$ cat config.mk
export PLATFORM = sky130hd
export DESIGN_NAME = pipe_hazard_ctrl
export DESIGN_NICKNAME = d
export VERILOG_FILES = /design/src/rtl/pipe_pkg.sv /design/src/rtl/fwd_unit.sv /design/src/rtl/pipe_hazard_ctrl.sv
export SDC_FILE = /design/constraint.sdc
export NUM_CORES = 1
export LEC_CHECK = 0
export CAP_MARGIN = 20
export CORE_MARGIN = 4
export CORE_UTILIZATION = 37
export DETAILED_ROUTE_END_ITERATION = 7
export PLACE_DENSITY = 0.85
export SYNTH_ARGS = -nofsm -noshare
export SYNTH_HDL_FRONTEND = slang
export SYNTH_HIERARCHICAL = 1
export SYNTH_SLANG_ARGS = --single-unit
$ cat constraint.sdc
create_clock -name CLK -period 3.3 [get_ports CLK]
set_clock_uncertainty 0.1 [all_clocks]
set_input_delay 0.66 -clock CLK [delete_from_list [all_inputs] [get_ports CLK]]
set_output_delay 0.66 -clock CLK [all_outputs]
set_load 0.01 [all_outputs]
$ cat src/rtl/pipe_pkg.sv
// -----------------------------------------------------------------------------
// pipe_pkg
// Shared definitions for the 5-stage pipeline hazard controller.
//   REG_AW_DEF : default register-address width
//   state_t    : controller state encoding (RUN=0, LOAD_STALL=1, BR_FLUSH=2)
//   FWD_*      : EX-stage operand select codes driven on FwdA / FwdB
//   pipe_ctl_t : bundle of PC / stage-register enables and flushes, with the
//                four presets the controller switches between
// -----------------------------------------------------------------------------
package pipe_pkg;

    localparam int REG_AW_DEF = 6;

    typedef enum logic [1:0] {
        RUN        = 2'd0,
        LOAD_STALL = 2'd1,
        BR_FLUSH   = 2'd2
    } state_t;

    // EX operand select: register value from ID_EX, ALU result in MEM, WB data
    localparam logic [1:0] FWD_RF  = 2'b00;
    localparam logic [1:0] FWD_MEM = 2'b01;
    localparam logic [1:0] FWD_WB  = 2'b10;

    typedef struct packed {
        logic pc_write;
        logic if_id_write;
        logic pc_sel_br;
        logic if_id_flush;
        logic id_ex_flush;
        logic ex_mem_flush;
    } pipe_ctl_t;

    // Normal flow: everything advances, nothing is squashed
    localparam pipe_ctl_t CTL_RUN = '{
        pc_write: 1'b1, if_id_write: 1'b1, pc_sel_br: 1'b0,
        if_id_flush: 1'b0, id_ex_flush: 1'b0, ex_mem_flush: 1'b0
    };

    // Load-use: freeze PC and IF_ID, push a bubble into ID_EX
    localparam pipe_ctl_t CTL_STALL = '{
        pc_write: 1'b0, if_id_write: 1'b0, pc_sel_br: 1'b0,
        if_id_flush: 1'b0, id_ex_flush: 1'b1, ex_mem_flush: 1'b0
    };

    // Taken branch: load the target and squash the three wrong-path stages
    localparam pipe_ctl_t CTL_BRANCH = '{
        pc_write: 1'b1, if_id_write: 1'b1, pc_sel_br: 1'b1,
        if_id_flush: 1'b1, id_ex_flush: 1'b1, ex_mem_flush: 1'b1
    };

    // Reset: hold the PC and keep every stage register squashed
    localparam pipe_ctl_t CTL_RESET = '{
        pc_write: 1'b0, if_id_write: 1'b0, pc_sel_br: 1'b0,
        if_id_flush: 1'b1, id_ex_flush: 1'b1, ex_mem_flush: 1'b1
    };

endpackage

$ cat src/rtl/fwd_unit.sv
// -----------------------------------------------------------------------------
// fwd_unit
// Purely combinational operand-forwarding select generation.
//   Inputs : rs_ex_i / rt_ex_i     sources of the instruction in EX
//            rs_id_i / rt_id_i     sources of the instruction in ID
//            rd_mem_i, regwrite_mem_i, memread_mem_i   MEM-stage writer
//            rd_wb_i,  regwrite_wb_i                   WB-stage writer
//   Outputs: fwd_a_o / fwd_b_o     EX operand select (FWD_RF/FWD_MEM/FWD_WB)
//            fwd_id_a_o / fwd_id_b_o  ID read bypass from WB data
// No register address is treated as hardwired zero; every address forwards.
// -----------------------------------------------------------------------------
module fwd_unit
    import pipe_pkg::*;
#(
    parameter int REG_AW = REG_AW_DEF
) (
    input  logic [REG_AW-1:0] rs_ex_i,
    input  logic [REG_AW-1:0] rt_ex_i,
    input  logic [REG_AW-1:0] rs_id_i,
    input  logic [REG_AW-1:0] rt_id_i,
    input  logic [REG_AW-1:0] rd_mem_i,
    input  logic              regwrite_mem_i,
    input  logic              memread_mem_i,
    input  logic [REG_AW-1:0] rd_wb_i,
    input  logic              regwrite_wb_i,
    output logic [1:0]        fwd_a_o,
    output logic [1:0]        fwd_b_o,
    output logic              fwd_id_a_o,
    output logic              fwd_id_b_o
);

    // A load in MEM has no data yet (it is still being read), so only a
    // non-load writer in MEM may forward; the younger MEM writer wins over WB.
    function automatic logic [1:0] ex_sel(
        input logic [REG_AW-1:0] src,
        input logic [REG_AW-1:0] rd_mem,
        input logic              mem_ok,
        input logic [REG_AW-1:0] rd_wb,
        input logic              wb_ok
    );
        logic [1:0] sel;
        if (mem_ok && (rd_mem == src)) begin
            sel = FWD_MEM;
        end else if (wb_ok && (rd_wb == src)) begin
            sel = FWD_WB;
        end else begin
            sel = FWD_RF;
        end
        return sel;
    endfunction

    logic mem_ok_s;

    // EX operand selects and ID bypass (writer three instructions ahead)
    always_comb begin
        mem_ok_s   = regwrite_mem_i && !memread_mem_i;
        fwd_a_o    = ex_sel(rs_ex_i, rd_mem_i, mem_ok_s, rd_wb_i, regwrite_wb_i);
        fwd_b_o    = ex_sel(rt_ex_i, rd_mem_i, mem_ok_s, rd_wb_i, regwrite_wb_i);
        fwd_id_a_o = regwrite_wb_i && (rd_wb_i == rs_id_i);
        fwd_id_b_o = regwrite_wb_i && (rd_wb_i == rt_id_i);
    end

endmodule

$ cat src/rtl/pipe_hazard_ctrl.sv
// -----------------------------------------------------------------------------
// pipe_hazard_ctrl
// Central hazard / sequencing controller for a 5-stage pipeline.
//   CLK, RST                     clock, synchronous active-high reset
//   Rs_ID, Rt_ID, Rs/Rt_Used_ID  sources of the instruction in ID
//   Rs_EX, Rt_EX                 sources carried in ID_EX
//   Rd/RegWrite/MemRead_EX       EX-stage writer
//   Rd/RegWrite/MemRead_MEM      MEM-stage writer
//   Rd_WB, RegWrite_WB           WB-stage writer
//   Br_Taken                     taken branch resolved in MEM
//   PC_Write, IF_ID_Write        PC / IF_ID load enables
//   PC_Sel_Br                    select branch target into PC
//   IF_ID/ID_EX/EX_MEM_Flush     squash that stage register on next edge
//   FwdA, FwdB                   EX operand selects (see pipe_pkg FWD_*)
//   FwdID_A, FwdID_B             ID read bypass from WB data
//   Br_Busy                      refill window after a redirect is active
// Outputs are combinational from state and inputs (zero-cycle latency).
// Optional build macro PIPE_HAZARD_PERF_EN adds saturating counters
//   Stall_Cnt (load-use stalls) and Flush_Cnt (branch redirects), CNT_W bits.
// -----------------------------------------------------------------------------
module pipe_hazard_ctrl
    import pipe_pkg::*;
#(
    parameter int REG_AW       = REG_AW_DEF,
    parameter int FLUSH_CYCLES = 3,
    parameter int CNT_W        = 16
) (
    input  logic              CLK,
    input  logic              RST,
    input  logic [REG_AW-1:0] Rs_ID,
    input  logic [REG_AW-1:0] Rt_ID,
    input  logic              Rs_Used_ID,
    input  logic              Rt_Used_ID,
    input  logic [REG_AW-1:0] Rs_EX,
    input  logic [REG_AW-1:0] Rt_EX,
    input  logic [REG_AW-1:0] Rd_EX,
    input  logic              RegWrite_EX,
    input  logic              MemRead_EX,
    input  logic [REG_AW-1:0] Rd_MEM,
    input  logic              RegWrite_MEM,
    input  logic              MemRead_MEM,
    input  logic [REG_AW-1:0] Rd_WB,
    input  logic              RegWrite_WB,
    input  logic              Br_Taken,
    output logic              PC_Write,
    output logic              IF_ID_Write,
    output logic              PC_Sel_Br,
    output logic              IF_ID_Flush,
    output logic              ID_EX_Flush,
    output logic              EX_MEM_Flush,
    output logic [1:0]        FwdA,
    output logic [1:0]        FwdB,
    output logic              FwdID_A,
    output logic              FwdID_B,
    output logic              Br_Busy
`ifdef PIPE_HAZARD_PERF_EN
    ,
    output logic [CNT_W-1:0]  Stall_Cnt,
    output logic [CNT_W-1:0]  Flush_Cnt
`endif
);

    // The refill counter is 4 bits wide, which bounds the flush window
    if ((FLUSH_CYCLES < 1) || (FLUSH_CYCLES > 15) || (CNT_W < 1)) begin : g_param_err
        $error("pipe_hazard_ctrl: FLUSH_CYCLES must be 1..15 and CNT_W >= 1");
    end

    localparam logic [3:0] FL_INIT = 4'(FLUSH_CYCLES - 1);

    state_t     state_q;
    state_t     state_d;
    state_t     seq_state_s;
    logic [3:0] fl_cnt_q;
    logic [3:0] fl_cnt_d;
    logic [3:0] seq_cnt_s;

    logic       br_go_s;
    logic       lu_s;
    logic       stall_evt_s;
    pipe_ctl_t  ctl_s;
    pipe_ctl_t  ctl_out_s;

    logic [1:0] fwd_a_s;
    logic [1:0] fwd_b_s;
    logic       fwd_id_a_s;
    logic       fwd_id_b_s;
    logic [1:0] fwd_a_out_s;
    logic [1:0] fwd_b_out_s;
    logic       fwd_id_a_out_s;
    logic       fwd_id_b_out_s;
    logic       busy_out_s;

    fwd_unit #(
        .REG_AW (REG_AW)
    ) u_fwd (
        .rs_ex_i        (Rs_EX),
        .rt_ex_i        (Rt_EX),
        .rs_id_i        (Rs_ID),
        .rt_id_i        (Rt_ID),
        .rd_mem_i       (Rd_MEM),
        .regwrite_mem_i (RegWrite_MEM),
        .memread_mem_i  (MemRead_MEM),
        .rd_wb_i        (Rd_WB),
        .regwrite_wb_i  (RegWrite_WB),
        .fwd_a_o        (fwd_a_s),
        .fwd_b_o        (fwd_b_s),
        .fwd_id_a_o     (fwd_id_a_s),
        .fwd_id_b_o     (fwd_id_b_s)
    );

    // Hazard events: redirect (blocked during refill) and load-use
    always_comb begin
        br_go_s = Br_Taken && (state_q != BR_FLUSH);
        lu_s    = MemRead_EX && RegWrite_EX &&
                  ((Rs_Used_ID && (Rd_EX == Rs_ID)) ||
                   (Rt_Used_ID && (Rd_EX == Rt_ID)));
        // a redirect squashes the stalled instruction, so it is not a stall
        stall_evt_s = lu_s && !br_go_s;
    end

    // Free-running sequencing when no new event arrives
    always_comb begin
        seq_state_s = RUN;
        seq_cnt_s   = 4'd0;
        case (state_q)
            RUN: begin
                seq_state_s = RUN;
                seq_cnt_s   = 4'd0;
            end
            LOAD_STALL: begin
                seq_state_s = RUN;
                seq_cnt_s   = 4'd0;
            end
            BR_FLUSH: begin
                if (fl_cnt_q == 4'd0) begin
                    seq_state_s = RUN;
                    seq_cnt_s   = 4'd0;
                end else begin
                    seq_state_s = BR_FLUSH;
                    seq_cnt_s   = fl_cnt_q - 4'd1;
                end
            end
            default: begin
                seq_state_s = RUN;
                seq_cnt_s   = 4'd0;
            end
        endcase
    end

    // Event priority: branch beats load-use, load-use beats normal flow
    always_comb begin
        state_d  = seq_state_s;
        fl_cnt_d = seq_cnt_s;
        ctl_s    = CTL_RUN;
        if (br_go_s) begin
            ctl_s    = CTL_BRANCH;
            state_d  = BR_FLUSH;
            fl_cnt_d = FL_INIT;
        end else if (lu_s) begin
            ctl_s = CTL_STALL;
            // A stall inside the refill window keeps the window running so a
            // stale Br_Taken from the squashed path stays masked.
            if (state_q == BR_FLUSH) begin
                state_d  = seq_state_s;
                fl_cnt_d = seq_cnt_s;
            end else begin
                state_d  = LOAD_STALL;
                fl_cnt_d = 4'd0;
            end
        end else begin
            ctl_s    = CTL_RUN;
            state_d  = seq_state_s;
            fl_cnt_d = seq_cnt_s;
        end
    end

    // State and refill counter registers
    always_ff @(posedge CLK) begin
        if (RST) begin
            state_q  <= RUN;
            fl_cnt_q <= 4'd0;
        end else begin
            state_q  <= state_d;
            fl_cnt_q <= fl_cnt_d;
        end
    end

    // Reset overrides every output so the pipe stays squashed while held
    always_comb begin
        ctl_out_s      = CTL_RESET;
        fwd_a_out_s    = FWD_RF;
        fwd_b_out_s    = FWD_RF;
        fwd_id_a_out_s = 1'b0;
        fwd_id_b_out_s = 1'b0;
        busy_out_s     = 1'b0;
        if (RST) begin
            ctl_out_s      = CTL_RESET;
            fwd_a_out_s    = FWD_RF;
            fwd_b_out_s    = FWD_RF;
            fwd_id_a_out_s = 1'b0;
            fwd_id_b_out_s = 1'b0;
            busy_out_s     = 1'b0;
        end else begin
            ctl_out_s      = ctl_s;
            fwd_a_out_s    = fwd_a_s;
            fwd_b_out_s    = fwd_b_s;
            fwd_id_a_out_s = fwd_id_a_s;
            fwd_id_b_out_s = fwd_id_b_s;
            busy_out_s     = (state_q == BR_FLUSH);
        end
    end

    assign PC_Write     = ctl_out_s.pc_write;
    assign IF_ID_Write  = ctl_out_s.if_id_write;
    assign PC_Sel_Br    = ctl_out_s.pc_sel_br;
    assign IF_ID_Flush  = ctl_out_s.if_id_flush;
    assign ID_EX_Flush  = ctl_out_s.id_ex_flush;
    assign EX_MEM_Flush = ctl_out_s.ex_mem_flush;
    assign FwdA         = fwd_a_out_s;
    assign FwdB         = fwd_b_out_s;
    assign FwdID_A      = fwd_id_a_out_s;
    assign FwdID_B      = fwd_id_b_out_s;
    assign Br_Busy      = busy_out_s;

`ifdef PIPE_HAZARD_PERF_EN
    localparam logic [CNT_W-1:0] CNT_MAX = {CNT_W{1'b1}};
    localparam logic [CNT_W-1:0] CNT_ONE = CNT_W'(1'b1);

    logic [CNT_W-1:0] stall_cnt_q;
    logic [CNT_W-1:0] stall_cnt_d;
    logic [CNT_W-1:0] flush_cnt_q;
    logic [CNT_W-1:0] flush_cnt_d;

    // Saturating event counters
    always_comb begin
        stall_cnt_d = stall_cnt_q;
        flush_cnt_d = flush_cnt_q;
        if (stall_evt_s && (stall_cnt_q != CNT_MAX)) begin
            stall_cnt_d = stall_cnt_q + CNT_ONE;
        end else begin
            stall_cnt_d = stall_cnt_q;
        end
        if (br_go_s && (flush_cnt_q != CNT_MAX)) begin
            flush_cnt_d = flush_cnt_q + CNT_ONE;
        end else begin
            flush_cnt_d = flush_cnt_q;
        end
    end

    // Counter registers
    always_ff @(posedge CLK) begin
        if (RST) begin
            stall_cnt_q <= '0;
            flush_cnt_q <= '0;
        end else begin
            stall_cnt_q <= stall_cnt_d;
            flush_cnt_q <= flush_cnt_d;
        end
    end

    assign Stall_Cnt = stall_cnt_q;
    assign Flush_Cnt = flush_cnt_q;
`else
    // Stall events only feed the optional counters
    logic unused_stall_evt_s;
    assign unused_stall_evt_s = stall_evt_s;
`endif

endmodule
==> results.json, run 1 <==
{
  "layout_commonest_cell": "clkdlybuf4s50_1",
  "gp_congestion": 0.8225,
  "ys_seq_area_frac": 0.1346,
  "syn_to_final_growth_pct": 78.12,
  "rows": 17,
  "cts_buffers": 3,
  "r2r-start": "state_q[0]$_SDFF_PP0_",
  "core_area_sq_um": 2255,
  "dpl.cell_count": 201,
  "fin_area_sq_um": 1589,
  "leakage_nw": 0.6274,
  "first_iter_violations": 25,
  "critical_path_buf_inv_count": 2,
  "root_buffer": "clkbuf_4",
  "routed_wl_um": 2967,
  "worst-setup-path-type": "input port to primary output",
  "critPathArrivalTime_ns": 2.47,
  "finalHoldViolCount": 0,
  "cp-end-kind": "primary output",
  "max_stage_delay_ns": 0.56,
  "grt_pass1_wl_um": 4885,
  "hold_depth": 1,
  "cp_top_family": "buffers and inverters",
  "synth_fp_nets": 166,
  "post-route-util": 0.7048,
  "holdCritPathClass": "flip-flop to flip-flop",
  "vias": 1019,
  "rsz0062_at_grt": "no",
  "avgSynthCellArea_sq_um": 7.965,
  "layout_common_cells": "clkdlybuf4s50_1 (57), xnor2_1 (38), xor2_1 (12)",
  "min_from": "fl_cnt_q[0]$_SDFF_PP0_",
  "io_pins": 65,
  "drc": 0,
  "min_to": "fl_cnt_q[0]$_SDFF_PP0_",
  "antenna_found_initial": 0,
  "power_density_nw_per_um2": 201.9,
  "timing.setup.tns_ns": 0,
  "die_h_um": 57.10,
  "via_per_inst": 4.995,
  "cp.required_ns": 2.54,
  "cts.sinks": 6,
  "grt_max_degree": 13,
  "first_pass_iters": 4,
  "synth.cell_area_sq_um": 892.1,
  "netlist_instances": 112,
  "crit_path_max_fanout": 4,
  "cts_tree": "built",
  "reg2regPathDepth": 4,
  "irDropWorstVdd_mv": 0.1725,
  "grt_usage": 0.1872,
  "totalPowerFinal_mw": 0.3208,
  "tightest_slew_ns": 0.4345,
  "fin_crit_ns": 3.229,
  "clk_latency_ns": 0.24,
  "portBuffers": 64,
  "start_util": 0.3957,
  "critical_path.most_common_cell": "clkdlybuf4s50_1",
  "drive_gt1_frac": 0.02841,
  "fmax_ghz": 0.3097,
  "fillers": 190,
  "r2r-end": "fl_cnt_q[1]$_SDFF_PP0_",
  "cts.path.max_buffers": 2,
  "dpl_cell_area_sq_um": 1549,
  "instances_no_fill": 204,
  "die_area_sq_um": 3260,
  "cp_slowest_cell": "clkdlybuf4s50_1",
  "cap_viol_max_count": 0,
  "diodes": 0,
  "cts_max_level": 1,
  "synth.distinct_cells": 25,
  "status": "complete, no violations",
  "relSlewSlack": 0.7094,
  "setup_viol": 0,
  "ys_ff_latch": 6,
  "reg2reg_setup_slack_ns": 2.20,
  "startpoint_type": "input port",
  "yosysWarnings": 6,
  "dp_hpwl_um": 2716,
  "clkTransAtPathRegs_ns": 0.04,
  "wl_per_cell_um": 14.54,
  "grt_overflow": 0,
  "layout.nets": 232,
  "crit_chain": "clkdlybuf4s50_1 -> xor2_1 -> nor3_1 -> o211a_1 -> nor2b_1 -> clkdlybuf4s50_1",
  "grt_pass1_vias": 1153,
  "die_w_um": 57.10,
  "post-route-period-util": 0.9785,
  "maxSlewViolCount": 0,
  "ant_nets": 0
}
==> registers in the layout, indices dropped and copies added (netlist names) <==
| name | count |
|---|---|
| fl_cnt_q | 4 |
| state_q | 2 |
==> worst max path at each step <==
stage	start	to	slack, ns	cells past startpoint
floorplan	Rd_EX[4]	PC_Write	1.05	5
global placement	Rd_WB[2]	FwdA[1]	0.03	6
detailed placement	Rd_WB[4]	FwdB[1]	0.04	6
CTS	Rd_WB[2]	FwdA[1]	0.04	6
global route	Rd_WB[0]	FwdID_A	0.01	6
finish	Rd_WB[0]	FwdA[1]	0.07	6
==> cell usage after synthesis (all sizes together) <==
master	number	area share
xor2	12	0.12
nand2b	1	0.0070
nor2	8	0.034
nand2	5	0.021
dfxtp	6	0.13
o211a	2	0.022
o22ai	1	0.0070
buf	2	0.017
xnor2	38	0.37
nor4	2	0.014
a21oi	1	0.0056
o21ba	1	0.011
nand3	5	0.028
o22a	1	0.0098
nor2b	7	0.049
clkbuf	1	0.0042
nand4	6	0.042
o21ai	2	0.011
and4	2	0.022
nor3	4	0.028
ha	2	0.028
inv	3	0.013
==> routing by layer <==
layer,global-route usage,vias up,part of all wire
li1,-,503,-
met1,0.1978,447,0.39
met2,0.3197,61,0.46
met3,0.07692,8,0.13
met4,0.09272,0,0.023
met5,0,-,0
==> logic make-up after synthesis <==
kind of cell               count (synthesis)  share of synthesized area
xor gates and xnor gates                  50                     0.4909
and+or+nand+nor                           40                     0.2454
AOI/OAI and AO/OA                          8                    0.06731
buffers and inverters                      6                    0.03365
DFF                                        6                     0.1346
adders and majority gates                  2                    0.02805
==> through the flow <==
step | setup WS (ns) | hold WS, ns
global placement | 0.03445 | 0.3262
detailed placement | 0.04185 | 0.3291
floorplan | 1.048 | 0.3138
global route | 0.01351 | 0.3535
CTS | 0.03945 | 0.3367
finish | 0.07111 | 0.3380
==> where the power goes <==
group | switching, mW | leakage (nW) | internal [mW]
logic | 0.0714 | 0.565 | 0.108
registers | 0.00165 | 0.0489 | 0.0759
clock network | 0.0233 | 0.0138 | 0.0409
==> what timing repair did <==
action | 4_1_cts | 5_1_grt
buffers inserted | 0 | 0
setup endpoints to repair | 0 | 4
gates resized for setup | 0 | 7
hold buffers | 0 | 0
==> layout make-up <==
cell class	count	area, sq um	share of cell area
flip-flops and latches	6	120.1	0.07559
clock buffers	3	22.52	0.01417
multi-input cells	100	742.0	0.4669
repair buffers	64	658.1	0.4142
well taps	28	35.03	0.02205
inverters	3	11.26	0.007087
Note: power is estimated with default switching activity, not from simulation.
==> inputs of run 2 (changes only) <==
- clock period: 3.3 -> 3.8 ns (I/O delays scaled with it)
==> run 2 against run 1 <==
Against the previous run:
- non-clock buffer count unchanged
- critical path type unchanged
- total power down 13%
- worst hold slack unchanged
- worst setup slack better by 0.26 ns
- clock power down 13%
- highest routed layer unchanged
- critical endpoint unchanged
- register-to-register slack better by 0.50 ns
- global-route usage unchanged
- sequential share of layout area up 0.084 points
- first-iteration DRC count unchanged
- cell area down 1.1%
==> results.json, run 2 (synthesized netlist as in run 1, its figures left out) <==
{
  "cts_setup_buffers": 0,
  "drive_gt1_frac": 0.02841,
  "r2r-start": "state_q[0]$_SDFF_PP0_",
  "layout.nets": 232,
  "seqPwrFrac": 0.241,
  "setup_viol": 0,
  "totalPowerFinal_mw": 0.2793,
  "p_int_mw": 0.1957,
  "setup_ws_ns": 0.3263,
  "cp-end-kind": "primary output",
  "power_density_nw_per_um2": 177.7,
  "crit_chain": "clkdlybuf4s50_1 -> xor2_1 -> nor3_1 -> o211a_1 -> nor2b_1 -> clkdlybuf4s50_1",
  "cts.path.max_buffers": 2,
  "combPwrFrac": 0.560,
  "maxSlewViolCount": 0,
  "ant_nets": 0,
  "clkTransAtPathRegs_ns": 0.04,
  "layout_commonest_cell": "clkdlybuf4s50_1",
  "power_switching_mw": 0.08363,
  "top_register": "fl_cnt_q",
  "cts-resized-gates": 0,
  "fmax_ghz": 0.2879,
  "layout_common_cells": "clkdlybuf4s50_1 (64), xnor2_1 (38), xor2_1 (12)",
  "rsz0062_at_grt": "no",
  "syn_to_final_growth_pct": 76.16,
  "cts_tree": "built",
  "post-route-period-util": 0.9141,
  "gp_congestion": 0.8226,
  "critPathArrivalTime_ns": 2.61,
  "die_h_um": 57.10,
  "fin_crit_ns": 3.474,
  "relSlewSlack": 0.7094,
  "cp_slowest_cell": "clkdlybuf4s50_1",
  "drc": 0,
  "root_buffer": "clkbuf_4",
  "r2r-end": "fl_cnt_q[1]$_SDFF_PP0_",
  "reg2reg_setup_slack_ns": 2.70,
  "timing.setup.tns_ns": 0,
  "dpl.cell_count": 201,
  "top_regs": "fl_cnt_q: 4 flops, state_q: 2 flops",
  "dpl_cell_area_sq_um": 1549,
  "setup.worst_path.start": "Rd_WB[2]",
  "dp_hpwl_um": 2716,
  "max_stage_delay_ns": 0.56,
  "portBuffers": 64,
  "status": "complete, no violations",
  "grt_pass1_vias": 1153,
  "whs_ns": 0.3380,
  "reg2regPathDepth": 4,
  "via_per_inst": 4.975,
  "grt_pass1_wl_um": 4885,
  "cts.sinks": 6,
  "core_area_sq_um": 2255,
  "wl_per_cell_um": 14.48,
  "die_w_um": 57.10,
  "clk_latency_ns": 0.24,
  "cts_buffers": 3,
  "swShare": 0.2994,
  "holdBufCountCts": 0,
  "post-route-util": 0.6970,
  "worst-setup-path-type": "input port to primary output",
  "cts_max_level": 1,
  "power_frac_clock": 0.199,
  "crit_path_end": "FwdA[1]",
  "cp.required_ns": 2.94,
  "routed_wl_um": 2954,
  "first_pass_iters": 4,
  "grt_overflow": 0,
  "cap_viol_max_count": 0,
  "holdCritPathClass": "flip-flop to flip-flop",
  "critical_path_buf_inv_count": 2,
  "first_iter_violations": 25,
  "fin_area_sq_um": 1572,
  "grt_max_degree": 13,
  "critical_path.most_common_cell": "clkdlybuf4s50_1",
  "io_pins": 65,
  "crit_path_max_fanout": 4,
  "startpoint_type": "input port",
  "fillers": 191,
  "antenna_found_initial": 0,
  "place_ws_ns": 0.3419,
  "vias": 1015,
  "leakage_nw": 0.5577,
  "grt_usage": 0.1872,
  "diodes": 0,
  "cp_top_family": "buffers and inverters",
  "worst-path-stages": 6,
  "irDropWorstVdd_mv": 0.1405,
  "largest_register_ffs": 4,
  "tightest_slew_ns": 0.4345,
  "instances_no_fill": 204,
  "finalHoldViolCount": 0,
  "rows": 17,
  "start_util": 0.3957,
  "die_area_sq_um": 3260
}
## run 2: cell count changes in the layout (fill, tap and decap cells not counted), sizes merged
cell and change:
dlymetal6s2s -7, clkdlybuf4s50 +7
## run 2: how the worst min path moves through the flow
stage / start / end / slack [ns] / cells past startpoint
floorplan: fl_cnt_q[0]$_SDFF_PP0_ / fl_cnt_q[0]$_SDFF_PP0_ / 0.31 / 1
global placement: fl_cnt_q[0]$_SDFF_PP0_ / fl_cnt_q[0]$_SDFF_PP0_ / 0.33 / 1
detailed placement: fl_cnt_q[0]$_SDFF_PP0_ / fl_cnt_q[0]$_SDFF_PP0_ / 0.33 / 1
CTS: fl_cnt_q[0]$_SDFF_PP0_ / fl_cnt_q[0]$_SDFF_PP0_ / 0.34 / 1
global route: fl_cnt_q[0]$_SDFF_PP0_ / fl_cnt_q[0]$_SDFF_PP0_ / 0.35 / 1
finish: fl_cnt_q[0]$_SDFF_PP0_ / fl_cnt_q[0]$_SDFF_PP0_ / 0.34 / 1
## run 2: power groups by stage
stage          clock network (mW)  logic, mW  registers (mW)
2_1_floorplan                   0     0.0672          0.0679
3_3_place_gp                    0      0.152          0.0681
3_5_place_dp                    0      0.156          0.0683
4_1_cts                    0.0585      0.157          0.0672
5_1_grt                    0.0628      0.168          0.0673
6_report                   0.0557      0.156          0.0673
## run 2: layout make-up
type / instances / area (sq um) / share of cell area
tap: 28 / 35.03 / 0.02229
clock buffer: 3 / 22.52 / 0.01433
sequential: 6 / 120.1 / 0.07643
multi-input combinational: 100 / 742.0 / 0.4721
timing repair buffer: 64 / 640.6 / 0.4076
inverter: 3 / 11.26 / 0.007166
## run 2: routing by layer
layer / share of wire / track usage
met1: 0.39 / 0.1978
met2: 0.46 / 0.3197
met3: 0.13 / 0.07692
met4: 0.026 / 0.09272
met5: 0 / 0
==> inputs of run 3 (changes only) <==
- CORE_UTILIZATION: 37 -> 31
- HOLD_SLACK_MARGIN: unset -> 0.15
- PLACE_DENSITY: 0.85 -> 0.76
- clock period: 3.8 -> 3 ns (I/O delays scaled with it)
==> run 3 against run 2 <==
Against the previous run:
- sequential power rose by 27%
- sequential share of layout area did not move
- clock power rose by 35%
- final cell count rose by 1.5%
- worst setup slack got worse by 0.16 ns
- register-to-register slack got worse by 0.83 ns
- flip-flop and latch count did not move
- die area rose by 17%
- via count fell by 3.2%
- count of clock-buffer cells in the layout did not move
- utilization fell by 13 points
- worst hold slack improved by 0.0084 ns
- largest cell class unchanged
- highest routed layer unchanged
==> results.json, run 3 (synthesized netlist as in run 1, its figures left out) <==
{
  "status": "complete, no violations",
  "drive_gt1_frac": 0.02841,
  "totalPowerFinal_mw": 0.3512,
  "startpoint_type": "input port",
  "critPathArrivalTime_ns": 2.14,
  "cts.path.max_buffers": 2,
  "whs_ns": 0.3464,
  "holdBufCountCts": 0,
  "io_pins": 65,
  "grt_pass1_vias": 1090,
  "root_buffer": "clkbuf_4",
  "fin_area_sq_um": 1572,
  "reg2reg_setup_slack_ns": 1.87,
  "maxSlewViolCount": 0,
  "die_h_um": 61.65,
  "gp_congestion": 0.8260,
  "syn_to_final_growth_pct": 76.16,
  "vias": 983,
  "first_pass_iters": 4,
  "setup_ws_ns": 0.1615,
  "crit_path_end": "IF_ID_Write",
  "crit_path_max_fanout": 3,
  "dpl_cell_area_sq_um": 1553,
  "power_density_nw_per_um2": 223.5,
  "clkTransAtPathRegs_ns": 0.04,
  "rsz0062_at_grt": "no",
  "die_w_um": 61.65,
  "layout_common_cells": "clkdlybuf4s50_1 (49), xnor2_1 (38), xor2_1 (12)",
  "relSlewSlack": 0.7263,
  "routed_wl_um": 2909,
  "core_area_sq_um": 2758,
  "rows": 19,
  "die_area_sq_um": 3800,
  "place_ws_ns": -0.1071,
  "first_iter_violations": 33,
  "cts_max_level": 1,
  "layout.nets": 232,
  "top_register": "fl_cnt_q",
  "dp_hpwl_um": 2550,
  "leakage_nw": 0.6529,
  "r2r-end": "fl_cnt_q[1]$_SDFF_PP0_",
  "cap_viol_max_count": 0,
  "cts_buffers": 3,
  "grt_overflow": 0,
  "via_per_inst": 4.749,
  "largest_register_ffs": 4,
  "fmax_ghz": 0.3523,
  "diodes": 0,
  "setup.worst_path.start": "Rd_EX[2]",
  "antenna_found_initial": 0,
  "cts_tree": "built",
  "grt_usage": 0.1604,
  "grt_max_degree": 13,
  "top_regs": "fl_cnt_q: 4 flops, state_q: 2 flops",
  "cts_setup_buffers": 0,
  "portBuffers": 64,
  "grt_pass1_wl_um": 4491,
  "wl_per_cell_um": 14.05,
  "cp-end-kind": "primary output",
  "irDropWorstVdd_mv": 0.2018,
  "cts.sinks": 6,
  "fin_crit_ns": 2.839,
  "holdCritPathClass": "flip-flop to flip-flop",
  "reg2regPathDepth": 5,
  "tightest_slew_ns": 0.4093,
  "layout_commonest_cell": "clkdlybuf4s50_1",
  "ant_nets": 0,
  "cp.required_ns": 2.30,
  "finalHoldViolCount": 0,
  "clk_latency_ns": 0.25,
  "r2r-start": "fl_cnt_q[0]$_SDFF_PP0_",
  "post-route-period-util": 0.9462,
  "start_util": 0.3235,
  "worst-setup-path-type": "input port to primary output",
  "drc": 0,
  "setup_viol": 0
}
==> run 3: worst max-delay path: stages <==
cell and delay [ns]:
clkdlybuf4s50_1 0.52, xnor2_1 0.14, nand4_1 0.11, o22a_1 0.27, o21ba_1 0.21, dlygate4sd2_1 0.28
==> run 3: cell type report <==
class | instances | area, sq um
Multi-Input combinational cell | 100 | 742.0
Tap cell | 31 | 38.79
Timing Repair Buffer | 64 | 636.9
Sequential cell | 6 | 120.1
Clock buffer | 3 | 22.52
Fill cell | 254 | 1186
Inverter | 3 | 11.26
==> run 3: worst min-delay path by stage <==
stage,startpoint,to,depth (start not counted)
2_1_floorplan,fl_cnt_q[0]$_SDFF_PP0_,fl_cnt_q[0]$_SDFF_PP0_,1
3_3_place_gp,fl_cnt_q[0]$_SDFF_PP0_,fl_cnt_q[0]$_SDFF_PP0_,1
3_5_place_dp,fl_cnt_q[0]$_SDFF_PP0_,fl_cnt_q[0]$_SDFF_PP0_,1
4_1_cts,fl_cnt_q[0]$_SDFF_PP0_,fl_cnt_q[0]$_SDFF_PP0_,1
5_1_grt,fl_cnt_q[0]$_SDFF_PP0_,fl_cnt_q[0]$_SDFF_PP0_,1
6_report,fl_cnt_q[0]$_SDFF_PP0_,fl_cnt_q[0]$_SDFF_PP0_,1
==> run 3: what timing repair did <==
action / CTS / global route
pin swaps: 0 / 1
endpoints found under the hold margin: 0 / 0
endpoints found under the setup margin: 7 / 4
resized for setup: 11 / 4
cloned: 0 / 0
==> run 3: per-layer routing <==
| layer | up-vias | wire length, um | GRT usage |
|---|---|---|---|
| met2 | 35 | 1519 | 0.2975 |
| li1 | 502 | - | - |
| met1 | 440 | 1102 | 0.1714 |
| met5 | - | 0 | 0 |
| met3 | 6 | 226 | 0.02306 |
| met4 | 0 | 60 | 0.08788 |
==> run 3: metrics by stage <==
stage / std cells / TNS (ns) / util
global placement: 204 / -0.3893 / 0.5631
CTS: 207 / 0 / 0.5662
detailed placement: 204 / -0.4994 / 0.5631
finish: 207 / 0 / 0.5699
floorplan: 112 / 0 / -
global route: 207 / 0 / 0.5699
==> run 3: where the power goes <==
part	internal, mW	leakage, nW	total, mW	switching (mW)
logic	0.115	0.590	0.190	0.0760
clock network	0.0453	0.0138	0.0754	0.0302
registers	0.0834	0.0489	0.0852	0.00182
